[config.mk]
export PLATFORM = sky130hd
export DESIGN_NAME = yonga_lz4_block_ingress
export DESIGN_NICKNAME = d
export VERILOG_FILES = /design/src/rtl/yonga_lz4_ingress_pkg.sv /design/src/rtl/yonga_stall_timer.sv /design/src/rtl/yonga_lz4_block_ingress.sv
export SDC_FILE = /design/constraint.sdc
export NUM_CORES = 1
export LEC_CHECK = 0
export ABC_AREA = 1
export ABC_CLOCK_PERIOD_IN_PS = 2600
export CELL_PAD_IN_SITES_DETAIL_PLACEMENT = 1
export CELL_PAD_IN_SITES_GLOBAL_PLACEMENT = 1
export CORE_ASPECT_RATIO = 1.1
export CORE_MARGIN = 2
export CORE_UTILIZATION = 35
export DETAILED_ROUTE_END_ITERATION = 6
export GPL_TIMING_DRIVEN = 0
export PLACE_DENSITY_LB_ADDON = 0.1
export SYNTH_ARGS = -nofsm -noshare
export SYNTH_HDL_FRONTEND = slang
export SYNTH_SLANG_ARGS = --single-unit
export TNS_END_PERCENT = 100
[constraint.sdc]
create_clock -name clk -period 2.6 [get_ports clk]
set_input_delay 0.65 -clock clk [delete_from_list [all_inputs] [get_ports clk]]
set_output_delay 0.65 -clock clk [all_outputs]
set_load 0.1 [all_outputs]
[src/rtl/yonga_lz4_ingress_pkg.sv]
// Shared encodings for the LZ4 block ingress: FSM states, error codes and header geometry.
package yonga_lz4_ingress_pkg;

  typedef enum logic [2:0] {
    ST_IDLE    = 3'd0,
    ST_HDR0    = 3'd1,
    ST_HDR1    = 3'd2,
    ST_HDR2    = 3'd3,
    ST_HDR3    = 3'd4,
    ST_PAYLOAD = 3'd5,
    ST_ERR     = 3'd6
  } state_t;

  localparam logic [1:0] ERR_NONE     = 2'd0;
  localparam logic [1:0] ERR_OVERSIZE = 2'd1;
  localparam logic [1:0] ERR_TIMEOUT  = 2'd2;
  localparam logic [1:0] ERR_UNCOMP   = 2'd3;

  localparam int HDR_BYTES = 4;

  // States in which a stalled upstream counts toward the timeout.
  function automatic logic timer_active(input state_t s);
    return (s == ST_HDR1) || (s == ST_HDR2) || (s == ST_HDR3) || (s == ST_PAYLOAD);
  endfunction

endpackage

[src/rtl/yonga_stall_timer.sv]
// Idle-cycle watchdog: counts cycles while run is high and clr is low, flags expiry.
module yonga_stall_timer #(
  parameter int TIMEOUT_CYCLES = 1000000,
  parameter int TO_W           = 20
) (
  input  logic clk,
  input  logic rst,
  input  logic clr,
  input  logic run,
  output logic expired
);

  logic [TO_W-1:0] cnt_q;
  logic [TO_W-1:0] cnt_d;

  // Fires in the cycle whose update would bring the count to TIMEOUT_CYCLES-1,
  // so the owner reacts on the same edge the count gets there.
  assign expired = run && !clr && (cnt_q == TO_W'(TIMEOUT_CYCLES - 2));

  always_comb begin
    cnt_d = cnt_q + TO_W'(1);
    if (clr || !run) cnt_d = '0;
  end

  always_ff @(posedge clk) begin
    if (rst) cnt_q <= '0;
    else     cnt_q <= cnt_d;
  end

endmodule

[src/rtl/yonga_lz4_block_ingress.sv]
// Parses LZ4 block-size headers from the UART rx FIFO and forwards each block's payload
// to the decoder compressed-data FIFO, with block accounting, end-mark and error reporting.
module yonga_lz4_block_ingress
  import yonga_lz4_ingress_pkg::*;
#(
  parameter int LEN_W           = 23,
  parameter int MAX_BLOCK_BYTES = 4194304,
  parameter int TIMEOUT_CYCLES  = 1000000,
  parameter int TO_W            = 20
) (
  input  logic        clk,
  input  logic        rst,
  input  logic        enable,
  input  logic        clear_err,
  input  logic        rx_empty,
  input  logic [7:0]  rx_data,
  output logic        rx_rd,
  output logic        comp_wr_en,
  output logic [7:0]  comp_wr_data,
  input  logic        comp_fifo_full,
  output logic        busy,
  output logic        frame_done,
  output logic        block_done,
  output logic [15:0] blocks_count,
  output logic        err,
  output logic [1:0]  err_code
);

  state_t                     state_q;
  logic [8*HDR_BYTES-9:0]     hdr_q;
  logic [LEN_W-1:0]           rem_q;
  logic                       comp_wr_en_q;
  logic [7:0]                 comp_wr_data_q;
  logic                       busy_q;
  logic                       frame_done_q;
  logic                       block_done_q;
  logic [15:0]                blocks_q;
  logic                       err_q;
  logic [1:0]                 err_code_q;

  logic [8*HDR_BYTES-1:0]     hdr_word;
  logic                       to_expired;
  logic [1:0]                 fault_d;

  assign hdr_word = {rx_data, hdr_q};

  always_comb begin
    rx_rd = 1'b0;
    case (state_q)
      ST_HDR0, ST_HDR1, ST_HDR2, ST_HDR3: rx_rd = !rx_empty;
      // Never pop while a write is in flight, so the full flag seen is always current.
      ST_PAYLOAD: rx_rd = !rx_empty && !comp_fifo_full && !comp_wr_en_q;
      default:    rx_rd = 1'b0;
    endcase
  end

  yonga_stall_timer #(
    .TIMEOUT_CYCLES (TIMEOUT_CYCLES),
    .TO_W           (TO_W)
  ) u_stall_timer (
    .clk     (clk),
    .rst     (rst),
    .clr     (rx_rd),
    .run     (timer_active(state_q)),
    .expired (to_expired)
  );

  always_comb begin
    fault_d = ERR_NONE;
    if (to_expired) begin
      fault_d = ERR_TIMEOUT;
    end else if (state_q == ST_HDR3 && rx_rd && hdr_word != '0) begin
      if (hdr_word[31])                                 fault_d = ERR_UNCOMP;
      else if (hdr_word[30:0] > 31'(MAX_BLOCK_BYTES))   fault_d = ERR_OVERSIZE;
    end
  end

  always_ff @(posedge clk) begin
    if (rst) begin
      state_q        <= ST_IDLE;
      hdr_q          <= '0;
      rem_q          <= '0;
      comp_wr_en_q   <= 1'b0;
      comp_wr_data_q <= '0;
      busy_q         <= 1'b0;
      frame_done_q   <= 1'b0;
      block_done_q   <= 1'b0;
      blocks_q       <= '0;
      err_q          <= 1'b0;
      err_code_q     <= ERR_NONE;
    end else begin
      comp_wr_en_q <= 1'b0;
      frame_done_q <= 1'b0;
      block_done_q <= 1'b0;
      case (state_q)
        ST_IDLE: if (enable) begin
          state_q  <= ST_HDR0;
          blocks_q <= '0;
          busy_q   <= 1'b1;
        end
        ST_HDR0: if (rx_rd) begin hdr_q[7:0]   <= rx_data; state_q <= ST_HDR1; end
        ST_HDR1: if (rx_rd) begin hdr_q[15:8]  <= rx_data; state_q <= ST_HDR2; end
        ST_HDR2: if (rx_rd) begin hdr_q[23:16] <= rx_data; state_q <= ST_HDR3; end
        ST_HDR3: if (rx_rd) begin
          if (hdr_word == '0) begin
            frame_done_q <= 1'b1;
            busy_q       <= 1'b0;
            state_q      <= ST_IDLE;
          end else if (fault_d == ERR_NONE) begin
            rem_q   <= hdr_word[LEN_W-1:0];
            state_q <= ST_PAYLOAD;
          end
        end
        ST_PAYLOAD: if (rx_rd) begin
          comp_wr_en_q   <= 1'b1;
          comp_wr_data_q <= rx_data;
          rem_q          <= rem_q - LEN_W'(1);
          if (rem_q == LEN_W'(1)) begin
            block_done_q <= 1'b1;
            blocks_q     <= blocks_q + 16'd1;
            state_q      <= ST_HDR0;
          end
        end
        ST_ERR: if (clear_err) begin
          err_q      <= 1'b0;
          err_code_q <= ERR_NONE;
          state_q    <= ST_IDLE;
        end
        default: state_q <= ST_IDLE;
      endcase
      if (fault_d != ERR_NONE) begin
        err_q      <= 1'b1;
        err_code_q <= fault_d;
        busy_q     <= 1'b0;
        state_q    <= ST_ERR;
      end
    end
  end

  assign comp_wr_en   = comp_wr_en_q;
  assign comp_wr_data = comp_wr_data_q;
  assign busy         = busy_q;
  assign frame_done   = frame_done_q;
  assign block_done   = block_done_q;
  assign blocks_count = blocks_q;
  assign err          = err_q;
  assign err_code     = err_code_q;

endmodule

==> impl_metrics.env, run 1 <==
export IMPL_clock_tree_htree_level_count=3
export IMPL_numClockSinks=101
export IMPL_worst_setup_path_type="reg -> out"
export IMPL_timing_critical_path_buf_inv=1
export IMPL_port_buffer_count=44
export IMPL_timing_critical_path_max_delay_family="buffers and inverters"
export IMPL_crit_fanout=2
export IMPL_critPathMaxStageDelay_ps=1160
export IMPL_final_setup_skew_ps=6.23
export IMPL_die_w_um=123
export IMPL_critical_path_startpoint_type="flop"
export IMPL_timing_critical_path_arrival_ps=1910
export IMPL_placement_rows=47
export IMPL_post_route_period_util_pct=98.4
export IMPL_number_of_warnings_reported_in_the_yosys_synthesis_log=0
export IMPL_die_height_um=135
export IMPL_grt_first_pass_wirelength_um=29700
export IMPL_drc=0
export IMPL_initial_utilization_pct=36.0
export IMPL_max_vdd_ir_drop_v=0.000424
export IMPL_cts_root_buffer_cell="clkbuf_16"
export IMPL_total_via_count_in_the_routed_design=5616
export IMPL_average_wire_length_per_cell_after_detail_routing_um=16.2
export IMPL_worstHoldPathType="reg -> reg"
export IMPL_required_worst_endpoint_ps=1950
export IMPL_detail_route_first_pass_iterations=5
export IMPL_critical_path_endpoint_type="output port"
export IMPL_run_status="completed"
export IMPL_fin_crit_ps=2560
export IMPL_leakage_nw=2.97
export IMPL_maxSlewHeadroom_pct=34.7
export IMPL_tritoncts="done"
export IMPL_clock_path_buffers=2
export IMPL_grt_max_degree=18
export IMPL_finalHoldViolations=0
export IMPL_first_global_vias=5792
export IMPL_setup_slack_reg_to_reg_ps=390
export IMPL_synth_edff_count=0
export IMPL_syn_instance_count=844
export IMPL_areaGrowthSynthToFinish_pct=19.8
export IMPL_avgSynthCellArea_sq_um=6.47
export IMPL_post_synth_most_frequent_cells="167 x nand2_1, 154 x nor2_1, 101 x dfxtp_1, 89 x inv_1, 65 x o21ai_0"
export IMPL_min_delay_start="u_stall_timer.cnt_q[0]$_SDFF_PP0_"
export IMPL_yosys_cell_count_top_type="nand2_1"
export IMPL_hpwlAfterDp_um=13700
export IMPL_detail_route_wirelength_um=17900
export IMPL_netlist_area_sq_um=5460
export IMPL_max_slew_worst_pin_slew_ps=977
export IMPL_critical_path_slowest_cell="clkdlybuf4s50_1"
export IMPL_number_of_antenna_cells_inserted=0
export IMPL_num_nets_final=921
export IMPL_fin_setup_tns_ps=0
export IMPL_clk_pin_slew_worst_paths_ps=70
export IMPL_dp_slack_ps=-974
export IMPL_critical_path_reg2reg_startpoint="u_stall_timer.cnt_q[0]$_SDFF_PP0_"
export IMPL_gp_congestion=0.917
export IMPL_tritoncts_num_buffers=9
export IMPL_antenna_found_initial=0
export IMPL_synth_fp_nets=863
export IMPL_timing_final_setup_violations=0
export IMPL_globalRoute_totalOverflow=0
export IMPL_yosysSeqAreaShare_pct=37.0
export IMPL_cellPowerDensity_nw_per_um2=819
export IMPL_layout_setup_ws_ps=40.7
export IMPL_synth_area_leaders="dfxtp_1 37%, nand2_1 11%, nor2_1 11%"
export IMPL_holdPathEnd="u_stall_timer.cnt_q[0]$_SDFF_PP0_"
export IMPL_timing_max_transition_violations_final=0
export IMPL_synth_lib_cells_used_distinct=41
export IMPL_layout_filler_cells=2003
export IMPL_synth_top_area_cell="dfxtp_1"
export IMPL_r2r_cells=12
export IMPL_max_clock_freq_ghz=0.391
export IMPL_ios=46
export IMPL_detail_route_antenna_nets=0
export IMPL_max_cap_viol_count=0
export IMPL_synth_top_area_share_pct=37.0
export IMPL_fraction_of_layout_instances_using_a_drive_strength_above_1_pct=6.62
export IMPL_r2r_end="u_stall_timer.cnt_q[18]$_SDFF_PP0_"
export IMPL_async_reset_ff_share_pct=0
export IMPL_dieArea_sq_um=16600
export IMPL_clk_insertion_delay_late_ps=360
export IMPL_critical_path_cell_chain="clkdlybuf4s50_1"
export IMPL_whs_path_depth=1
export IMPL_grt_use_total_pct=22.7
export IMPL_first_iteration_detailed_routing_drc_count=243
export IMPL_synth_ff_latch_count=101
export IMPL_coreArea_sq_um=15200
export IMPL_detail_route_vias_per_cell=5.09
export IMPL_synthFlopType="dfxtp_1"
==> cell usage in the layout, fill, tap and decap left out, types with 19 or more instances in the layout <==
cell,n
a21oi_1,59
inv_1,86
nand3_1,54
o21ai_0,65
dfxtp_1,101
xor2_1,19
nor3_1,28
clkdlybuf4s50_1,28
nor2_1,151
nand2_1,167
==> worst max-delay path by stage <==
stage	startpoint	end	slack, ps	depth (start not counted)
floorplan	comp_wr_en$_SDFF_PP0_	rem_q[15]$_SDFFE_PP0P_	250	12
detailed placement	rx_empty	rx_rd	-970	5
global route	rx_empty	rx_rd	-10	5
finish	comp_wr_en$_SDFF_PP0_	comp_wr_en	40	1
global placement	rx_empty	rx_rd	-970	5
CTS	rx_empty	rx_rd	-70	5
==> final cells by class <==
cell class / count / area (sq um) / share of cell area (%)
buffer: 28 / 133 / 2.03
clock buffer: 9 / 225 / 3.44
clock inverter: 7 / 120 / 1.83
inverter: 98 / 368 / 5.62
multi-input combinational: 617 / 2960 / 45.2
sequential: 101 / 2020 / 30.9
tap: 196 / 245 / 3.75
timing repair buffer: 47 / 475 / 7.26
==> report_power, final <==
part	internal (W)	leakage (nW)	switching, W
Clock	0.000947	0.166	0.000646
Sequential	0.00167	0.815	0.000107
Combinational	0.000606	1.99	0.00139
Total	0.00322	2.97	0.00214
==> metal layers <==
metal | vias up | global-route usage, % | part of all wire, %
met5 | - | 0 | 0
met4 | 0 | 5.62 | 1.4
met3 | 18 | 3.97 | 2.8
met2 | 73 | 38.8 | 49
met1 | 2690 | 29.5 | 47
li1 | 2835 | - | -
==> cell families after synthesis <==
group | after synthesis | synth area share, %
flops | 101 | 37.0
compound gates | 137 | 13.0
fa+ha+maj | 5 | 1.14
buf+inv | 126 | 9.16
simple gates | 449 | 35.5
mux | 1 | 0.183
xor+xnor | 25 | 4.01
==> registers in the layout, indices dropped and copies added, names as in the netlist <==
name / flops
comp_wr_en: 1
err: 1
state_q: 3
busy: 1
comp_wr_data: 8
hdr_q: 24
rem_q: 23
blocks_count: 16
u_stall_timer.cnt_q: 20
err_code: 2
block_done: 1
frame_done: 1
==> stage by stage <==
stage          instance area [sq um]  hold slack, ps  total power [W]  util [%]  instances
3_3_place_gp                    6150             433          0.00375      40.5       1084
3_5_place_dp                    6150             462          0.00379      40.5       1084
5_1_grt                         6550             515          0.00575      43.2       1103
2_1_floorplan                   5460             417          0.00327         -        844
4_1_cts                         6490             472          0.00540      42.8       1100
6_report                        6550             467          0.00536      43.2       1103
==> what timing repair did <==
item | in CTS | in global routing
resized for setup | 14 | 16
setup buffers | 0 | 3
pin swaps | 0 | 1
hold buffers | 0 | 0
endpoints found under the setup margin | 8 | 31
No activity file was read; power rests on OpenSTA's default activity.
==> run 2: changes to the inputs <==
ABC_AREA = not set   (was 1)
==> impl_metrics.env, run 2 <==
export IMPL_numClockSinks=101
export IMPL_netlist_area_sq_um=4950
export IMPL_synth_ff_latch_count=101
export IMPL_critical_path_endpoint_type="output port"
export IMPL_reg_largest_list="hdr_q x24, rem_q x23, u_stall_timer.cnt_q x20"
export IMPL_gp_congestion=0.912
export IMPL_critPathMaxStageDelay_ps=1150
export IMPL_startpoint="blocks_count[0]$_SDFFE_PP0P_"
export IMPL_synth_top_area_share_pct=40.8
export IMPL_post_route_period_util_pct=98.2
export IMPL_port_buffer_count=44
export IMPL_finish_cell_count_without_fillers=896
export IMPL_initial_utilization_pct=35.9
export IMPL_post_synth_most_frequent_cells="110 x nand2_1, 101 x dfxtp_1, 79 x nor2_1, 64 x a21oi_1, 28 x o21ai_0"
export IMPL_detail_route_wirelength_um=16200
export IMPL_finalHoldViolations=0
export IMPL_max_clock_freq_ghz=0.392
export IMPL_max_cap_viol_count=0
export IMPL_die_height_um=129
export IMPL_sequential_cell_area_sq_um=2020
export IMPL_areaGrowthSynthToFinish_pct=24.6
export IMPL_syn_instance_count=635
export IMPL_drc=0
export IMPL_clk_pin_slew_worst_paths_ps=70
export IMPL_number_of_antenna_cells_inserted=0
export IMPL_worstHoldPathType="reg -> reg"
export IMPL_synth_top_area_cell="dfxtp_1"
export IMPL_layout_filler_cells=1698
export IMPL_num_nets_final=723
export IMPL_timing_critical_path_arrival_ps=1900
export IMPL_required_worst_endpoint_ps=1950
export IMPL_die_w_um=117
export IMPL_max_vdd_ir_drop_v=0.000323
export IMPL_dieArea_sq_um=15100
export IMPL_critical_path_startpoint_type="flop"
export IMPL_yosysSeqAreaShare_pct=40.8
export IMPL_detail_route_first_pass_iterations=4
export IMPL_detail_route_antenna_nets=0
export IMPL_critical_path_cell_chain="clkdlybuf4s50_1"
export IMPL_critical_path_slowest_cell="clkdlybuf4s50_1"
export IMPL_use_met1_pct=25.3
export IMPL_tritoncts="done"
export IMPL_number_of_warnings_reported_in_the_yosys_synthesis_log=0
export IMPL_dp_cells=867
export IMPL_detail_route_vias_per_cell=5.40
export IMPL_synth_lib_cells_used_distinct=65
export IMPL_max_flop_register="hdr_q"
export IMPL_placement_stage_cell_area_sq_um=5640
export IMPL_total_via_count_in_the_routed_design=4838
export IMPL_cellPowerDensity_nw_per_um2=639
export IMPL_met2_track_demand_over_resource_in_global_routing_pct=38.5
export IMPL_maxSlewHeadroom_pct=34.7
export IMPL_p_total_w=0.00394
export IMPL_globalRoute_busiestLayer="met2"
export IMPL_grt_use_met3_pct=3.77
export IMPL_grt_max_degree=18
export IMPL_multi_input_comb_area_sq_um=2830
export IMPL_synth_edff_count=0
export IMPL_fraction_of_layout_instances_using_a_drive_strength_above_1_pct=10.2
export IMPL_first_iteration_detailed_routing_drc_count=184
export IMPL_fin_crit_ps=2550
export IMPL_first_global_vias=4963
export IMPL_globalRoute_totalOverflow=0
export IMPL_average_wire_length_per_cell_after_detail_routing_um=18.0
export IMPL_hpwlAfterDp_um=11700
export IMPL_mostFrequentLayoutCell="nand2_1"
export IMPL_coreArea_sq_um=13800
export IMPL_timing_critical_path_max_delay_family="buffers and inverters"
export IMPL_synth_fp_nets=654
export IMPL_worst_setup_path_type="reg -> out"
export IMPL_final_util_pct=44.7
export IMPL_final_setup_skew_ps=8.82
export IMPL_cts_root_buffer_cell="clkbuf_16"
export IMPL_run_status="completed"
export IMPL_crit_fanout=4
export IMPL_dp_slack_ps=-862
export IMPL_leakage_nw=2.19
export IMPL_clock_path_buffers=2
export IMPL_tritoncts_num_buffers=9
export IMPL_timing_max_transition_violations_final=0
export IMPL_avgSynthCellArea_sq_um=7.80
export IMPL_critical_path_reg2reg_startpoint="rem_q[8]$_SDFFE_PP0P_"
export IMPL_layout_setup_ws_ps=47.6
export IMPL_ios=46
export IMPL_min_delay_start="comp_wr_data[2]$_SDFFE_PP0P_"
export IMPL_synthFlopType="dfxtp_1"
export IMPL_antenna_found_initial=0
export IMPL_largest_reg_flops=24
export IMPL_synth_area_leaders="dfxtp_1 41%, nand2_1 8.3%, a21oi_1 6.5%"
export IMPL_max_slew_worst_pin_slew_ps=976
export IMPL_final_design_area_no_fill_sq_um=6170
export IMPL_timing_final_setup_violations=0
export IMPL_grt_use_total_pct=21.6
export IMPL_timing_critical_path_buf_inv=1
export IMPL_clock_tree_htree_level_count=3
export IMPL_async_reset_ff_share_pct=0
export IMPL_cts_hold_buffers_added=0
export IMPL_clk_insertion_delay_late_ps=360
export IMPL_most_common_layout_cells="110 x nand2_1, 101 x dfxtp_1, 78 x nor2_1, 64 x a21oi_1, 30 x clkdlybuf4s50_1"
export IMPL_yosys_cell_count_top_type="nand2_1"
export IMPL_grt_first_pass_wirelength_um=25700
export IMPL_placement_rows=45
run 2: changes by cell type after synthesis, sizes merged, moves of 5 or more:
| cell | delta |
|---|---|
| or3 | +9 |
| nand4 | +6 |
| o21ai | -40 |
| nand2 | -62 |
| nor2 | -79 |
| nor4 | +8 |
| nand3 | -41 |
| a21oi | +5 |
| nand2b | +7 |
| clkbuf | +11 |
| and3 | +8 |
| inv | -89 |
run 2: where the power goes:
part           leakage (nW)  total (W)  switching, W  internal [W]
Combinational          1.21   0.000792      0.000536      0.000256
Clock                 0.158    0.00150      0.000651      0.000851
Sequential            0.815    0.00164     0.0000463       0.00160
Total                  2.19    0.00394       0.00123       0.00271
run 2: cells by family (layout without fill, tap and decap cells):
kind of cell | count (synthesis) | in the layout | share of synthesized area [%]
adder cells (fa/ha/maj) | 6 | 6 | 1.47
flip-flops | 101 | 101 | 40.8
buffers and inverters | 47 | 120 | 3.84
multiplexers | 3 | 3 | 0.632
XOR/XNOR | 31 | 31 | 5.48
AND/OR/NAND/NOR | 317 | 317 | 31.8
AO/OA/AOI/OAI | 130 | 130 | 15.9
run 2: layout make-up:
| type | instances | share of cell area (%) |
|---|---|---|
| inverter | 9 | 0.548 |
| clock inverter | 6 | 1.52 |
| buffer | 38 | 2.72 |
| tap | 188 | 3.81 |
| timing repair buffer | 58 | 9.11 |
| clock buffer | 9 | 3.65 |
| multi-input combinational | 487 | 45.9 |
| sequential | 101 | 32.8 |
run 2: routing by layer:
metal	vias up	part of all wire (%)
met2	66	51
met5	-	0
met1	2371	44
met4	0	2.9
li1	2372	-
met3	29	2.7
run 2: final timing paths:
| kind | depth (start not counted) | slack, ps | to |
|---|---|---|---|
| setup / recovery | 1 | 50 | blocks_count[0] |
| hold / removal | 2 | 460 | comp_wr_data[2]$_SDFFE_PP0P_ |
| setup reg to reg | 6 | 200 | rem_q[20]$_SDFFE_PP0P_ |
| hold reg to reg | 2 | 460 | comp_wr_data[2]$_SDFFE_PP0P_ |
run 2: stage by stage:
stage | TNS (ps) | hold WS, ps
after floorplan | 0 | 447
after global placement | -22670 | 443
after detailed placement | -24720 | 456
after CTS | 0 | 467
after global routing | -31.5 | 489
final | 0 | 459
run 2: timing repair:
action / CTS / global route
pin swaps: 5 / 5
setup buffers: 8 / 6
gates resized for setup: 25 / 18
setup endpoints to repair: 40 / 31
==> run 3: changes to the inputs <==
CORE_ASPECT_RATIO = 1.25   (was 1.1)
==> impl_metrics.env, run 3 (synthesis results as in run 2) <==
export IMPL_run_status="completed"
export IMPL_max_flop_register="hdr_q"
export IMPL_maxSlewHeadroom_pct=34.3
export IMPL_finalHoldViolations=0
export IMPL_critical_path_cell_chain="clkdlybuf4s50_1"
export IMPL_grt_max_degree=18
export IMPL_die_w_um=110
export IMPL_p_total_w=0.00384
export IMPL_most_common_layout_cells="110 x nand2_1, 101 x dfxtp_1, 78 x nor2_1, 64 x a21oi_1, 28 x clkbuf_1"
export IMPL_final_setup_skew_ps=7.23
export IMPL_first_iteration_detailed_routing_drc_count=296
export IMPL_areaGrowthSynthToFinish_pct=21.8
export IMPL_drc=0
export IMPL_final_util_pct=43.7
export IMPL_coreArea_sq_um=13800
export IMPL_dp_cells=854
export IMPL_layout_filler_cells=1691
export IMPL_startpoint="blocks_count[9]$_SDFFE_PP0P_"
export IMPL_tritoncts="done"
export IMPL_max_clock_freq_ghz=0.391
export IMPL_setup_worst_path_end="blocks_count[9]"
export IMPL_ios=46
export IMPL_mostFrequentLayoutCell="nand2_1"
export IMPL_num_nets_final=712
export IMPL_total_via_count_in_the_routed_design=4699
export IMPL_clk_pin_slew_worst_paths_ps=70
export IMPL_fraction_of_layout_instances_using_a_drive_strength_above_1_pct=8.31
export IMPL_numClockSinks=101
export IMPL_detail_route_first_pass_iterations=4
export IMPL_power_share_combinational_pct=19.7
export IMPL_multi_input_comb_area_sq_um=2810
export IMPL_clock_tree_htree_level_count=3
export IMPL_dieArea_sq_um=15100
export IMPL_switching_portion_of_total_power_pct=31.7
export IMPL_worst_setup_path_type="reg -> out"
export IMPL_finish_cell_count_without_fillers=873
export IMPL_cts_root_buffer_cell="clkbuf_16"
export IMPL_r2r_end="blocks_count[15]$_SDFFE_PP0P_"
export IMPL_average_wire_length_per_cell_after_detail_routing_um=18.0
export IMPL_grt_setup_unrepaired="false"
export IMPL_reg_largest_list="hdr_q x24, rem_q x23, u_stall_timer.cnt_q x20"
export IMPL_timing_critical_path_max_delay_family="buffers and inverters"
export IMPL_leakage_nw=2.15
export IMPL_globalRoute_totalOverflow=0
export IMPL_grt_first_pass_wirelength_um=25300
export IMPL_max_slew_worst_pin_slew_ps=983
export IMPL_worstHoldPathType="reg -> reg"
export IMPL_timing_critical_path_arrival_ps=1910
export IMPL_number_of_antenna_cells_inserted=0
export IMPL_largest_reg_flops=24
export IMPL_timing_critical_path_buf_inv=1
export IMPL_timing_final_setup_violations=0
export IMPL_fin_crit_ps=2560
export IMPL_power_share_sequential_pct=42.9
export IMPL_hpwlAfterDp_um=11500
export IMPL_initial_utilization_pct=35.9
export IMPL_critical_path_startpoint_type="flop"
export IMPL_cts_hold_buffers_added=0
export IMPL_gp_congestion=0.873
export IMPL_port_buffer_count=44
export IMPL_required_worst_endpoint_ps=1950
export IMPL_clk_insertion_delay_late_ps=360
export IMPL_placement_rows=48
export IMPL_p_clk_share_pct=37.5
export IMPL_max_cap_viol_count=0
export IMPL_tritoncts_num_buffers=9
export IMPL_first_global_vias=4818
export IMPL_max_vdd_ir_drop_v=0.000386
export IMPL_clock_path_buffers=2
export IMPL_critical_path_reg2reg_startpoint="rem_q[14]$_SDFFE_PP0P_"
export IMPL_netSwitchingPower_w=0.00122
export IMPL_detail_route_vias_per_cell=5.38
export IMPL_detail_route_wirelength_um=15700
export IMPL_critical_path_depth=1
export IMPL_crit_fanout=4
export IMPL_post_route_period_util_pct=98.3
export IMPL_intPower_w=0.00262
export IMPL_r2r_cells=7
export IMPL_critical_path_endpoint_type="output port"
export IMPL_die_height_um=137
export IMPL_timing_max_transition_violations_final=0
export IMPL_cellPowerDensity_nw_per_um2=636
export IMPL_critPathMaxStageDelay_ps=1150
export IMPL_grt_use_total_pct=22.1
export IMPL_setup_slack_reg_to_reg_ps=250
export IMPL_critical_path_slowest_cell="clkdlybuf4s50_1"
export IMPL_detail_route_antenna_nets=0
export IMPL_antenna_found_initial=0
export IMPL_sequential_cell_area_sq_um=2020
[run 3: power by group through the flow]
stage | combinational, W | sequential (W) | clock (W)
floorplan | 0.000431 | 0.00176 | 0
global placement | 0.000711 | 0.00168 | 0
detailed placement | 0.000729 | 0.00168 | 0
CTS | 0.000745 | 0.00164 | 0.00148
global route | 0.000825 | 0.00165 | 0.00152
finish | 0.000755 | 0.00164 | 0.00144
[run 3: worst min path at each step]
stage / cells past startpoint / slack [ps] / to / startpoint
6_report: 2 / 450 / comp_wr_data[4]$_SDFFE_PP0P_ / comp_wr_data[4]$_SDFFE_PP0P_
5_1_grt: 2 / 480 / comp_wr_data[6]$_SDFFE_PP0P_ / comp_wr_data[6]$_SDFFE_PP0P_
4_1_cts: 2 / 460 / comp_wr_data[2]$_SDFFE_PP0P_ / comp_wr_data[2]$_SDFFE_PP0P_
3_5_place_dp: 2 / 450 / comp_wr_data[2]$_SDFFE_PP0P_ / comp_wr_data[2]$_SDFFE_PP0P_
3_3_place_gp: 2 / 440 / comp_wr_data[7]$_SDFFE_PP0P_ / comp_wr_data[7]$_SDFFE_PP0P_
2_1_floorplan: 2 / 450 / hdr_q[13]$_SDFFE_PP0P_ / hdr_q[13]$_SDFFE_PP0P_
[run 3: layout make-up]
cell class                      instances  share of cell area [%]
Clock inverter                          5                    1.10
Timing Repair Buffer                   47                    7.97
Inverter                                9                   0.560
Tap cell                              175                    3.63
Sequential cell                       101                    33.5
Clock buffer                           11                    4.03
Multi-Input combinational cell        487                    46.5
Buffer                                 38                    2.66
[run 3: routing by layer]
| layer | vias up | share of wire [%] | track usage, % |
|---|---|---|---|
| met5 | - | 0 | 0 |
| met2 | 52 | 52 | 39.1 |
| met3 | 18 | 2.5 | 3.38 |
| li1 | 2345 | - | - |
| met4 | 0 | 2.0 | 8.13 |
| met1 | 2284 | 44 | 26.6 |
[run 3: stage by stage]
step / hold WS [ps] / area (sq um) / setup slack (ps) / TNS [ps]
after floorplan: 447 / 4960 / 248 / 0
after CTS: 458 / 5980 / 8.33 / 0
after detailed placement: 448 / 5620 / -890 / -24290
final: 454 / 6030 / 43.0 / 0
after global placement: 442 / 5620 / -882 / -20570
after global routing: 485 / 6030 / 2.86 / 0
[run 3: what timing repair did]
item	in CTS	in global routing
gates resized for setup	25	15
setup endpoints to repair	35	38
pin swaps	4	0
buffers inserted	3	0
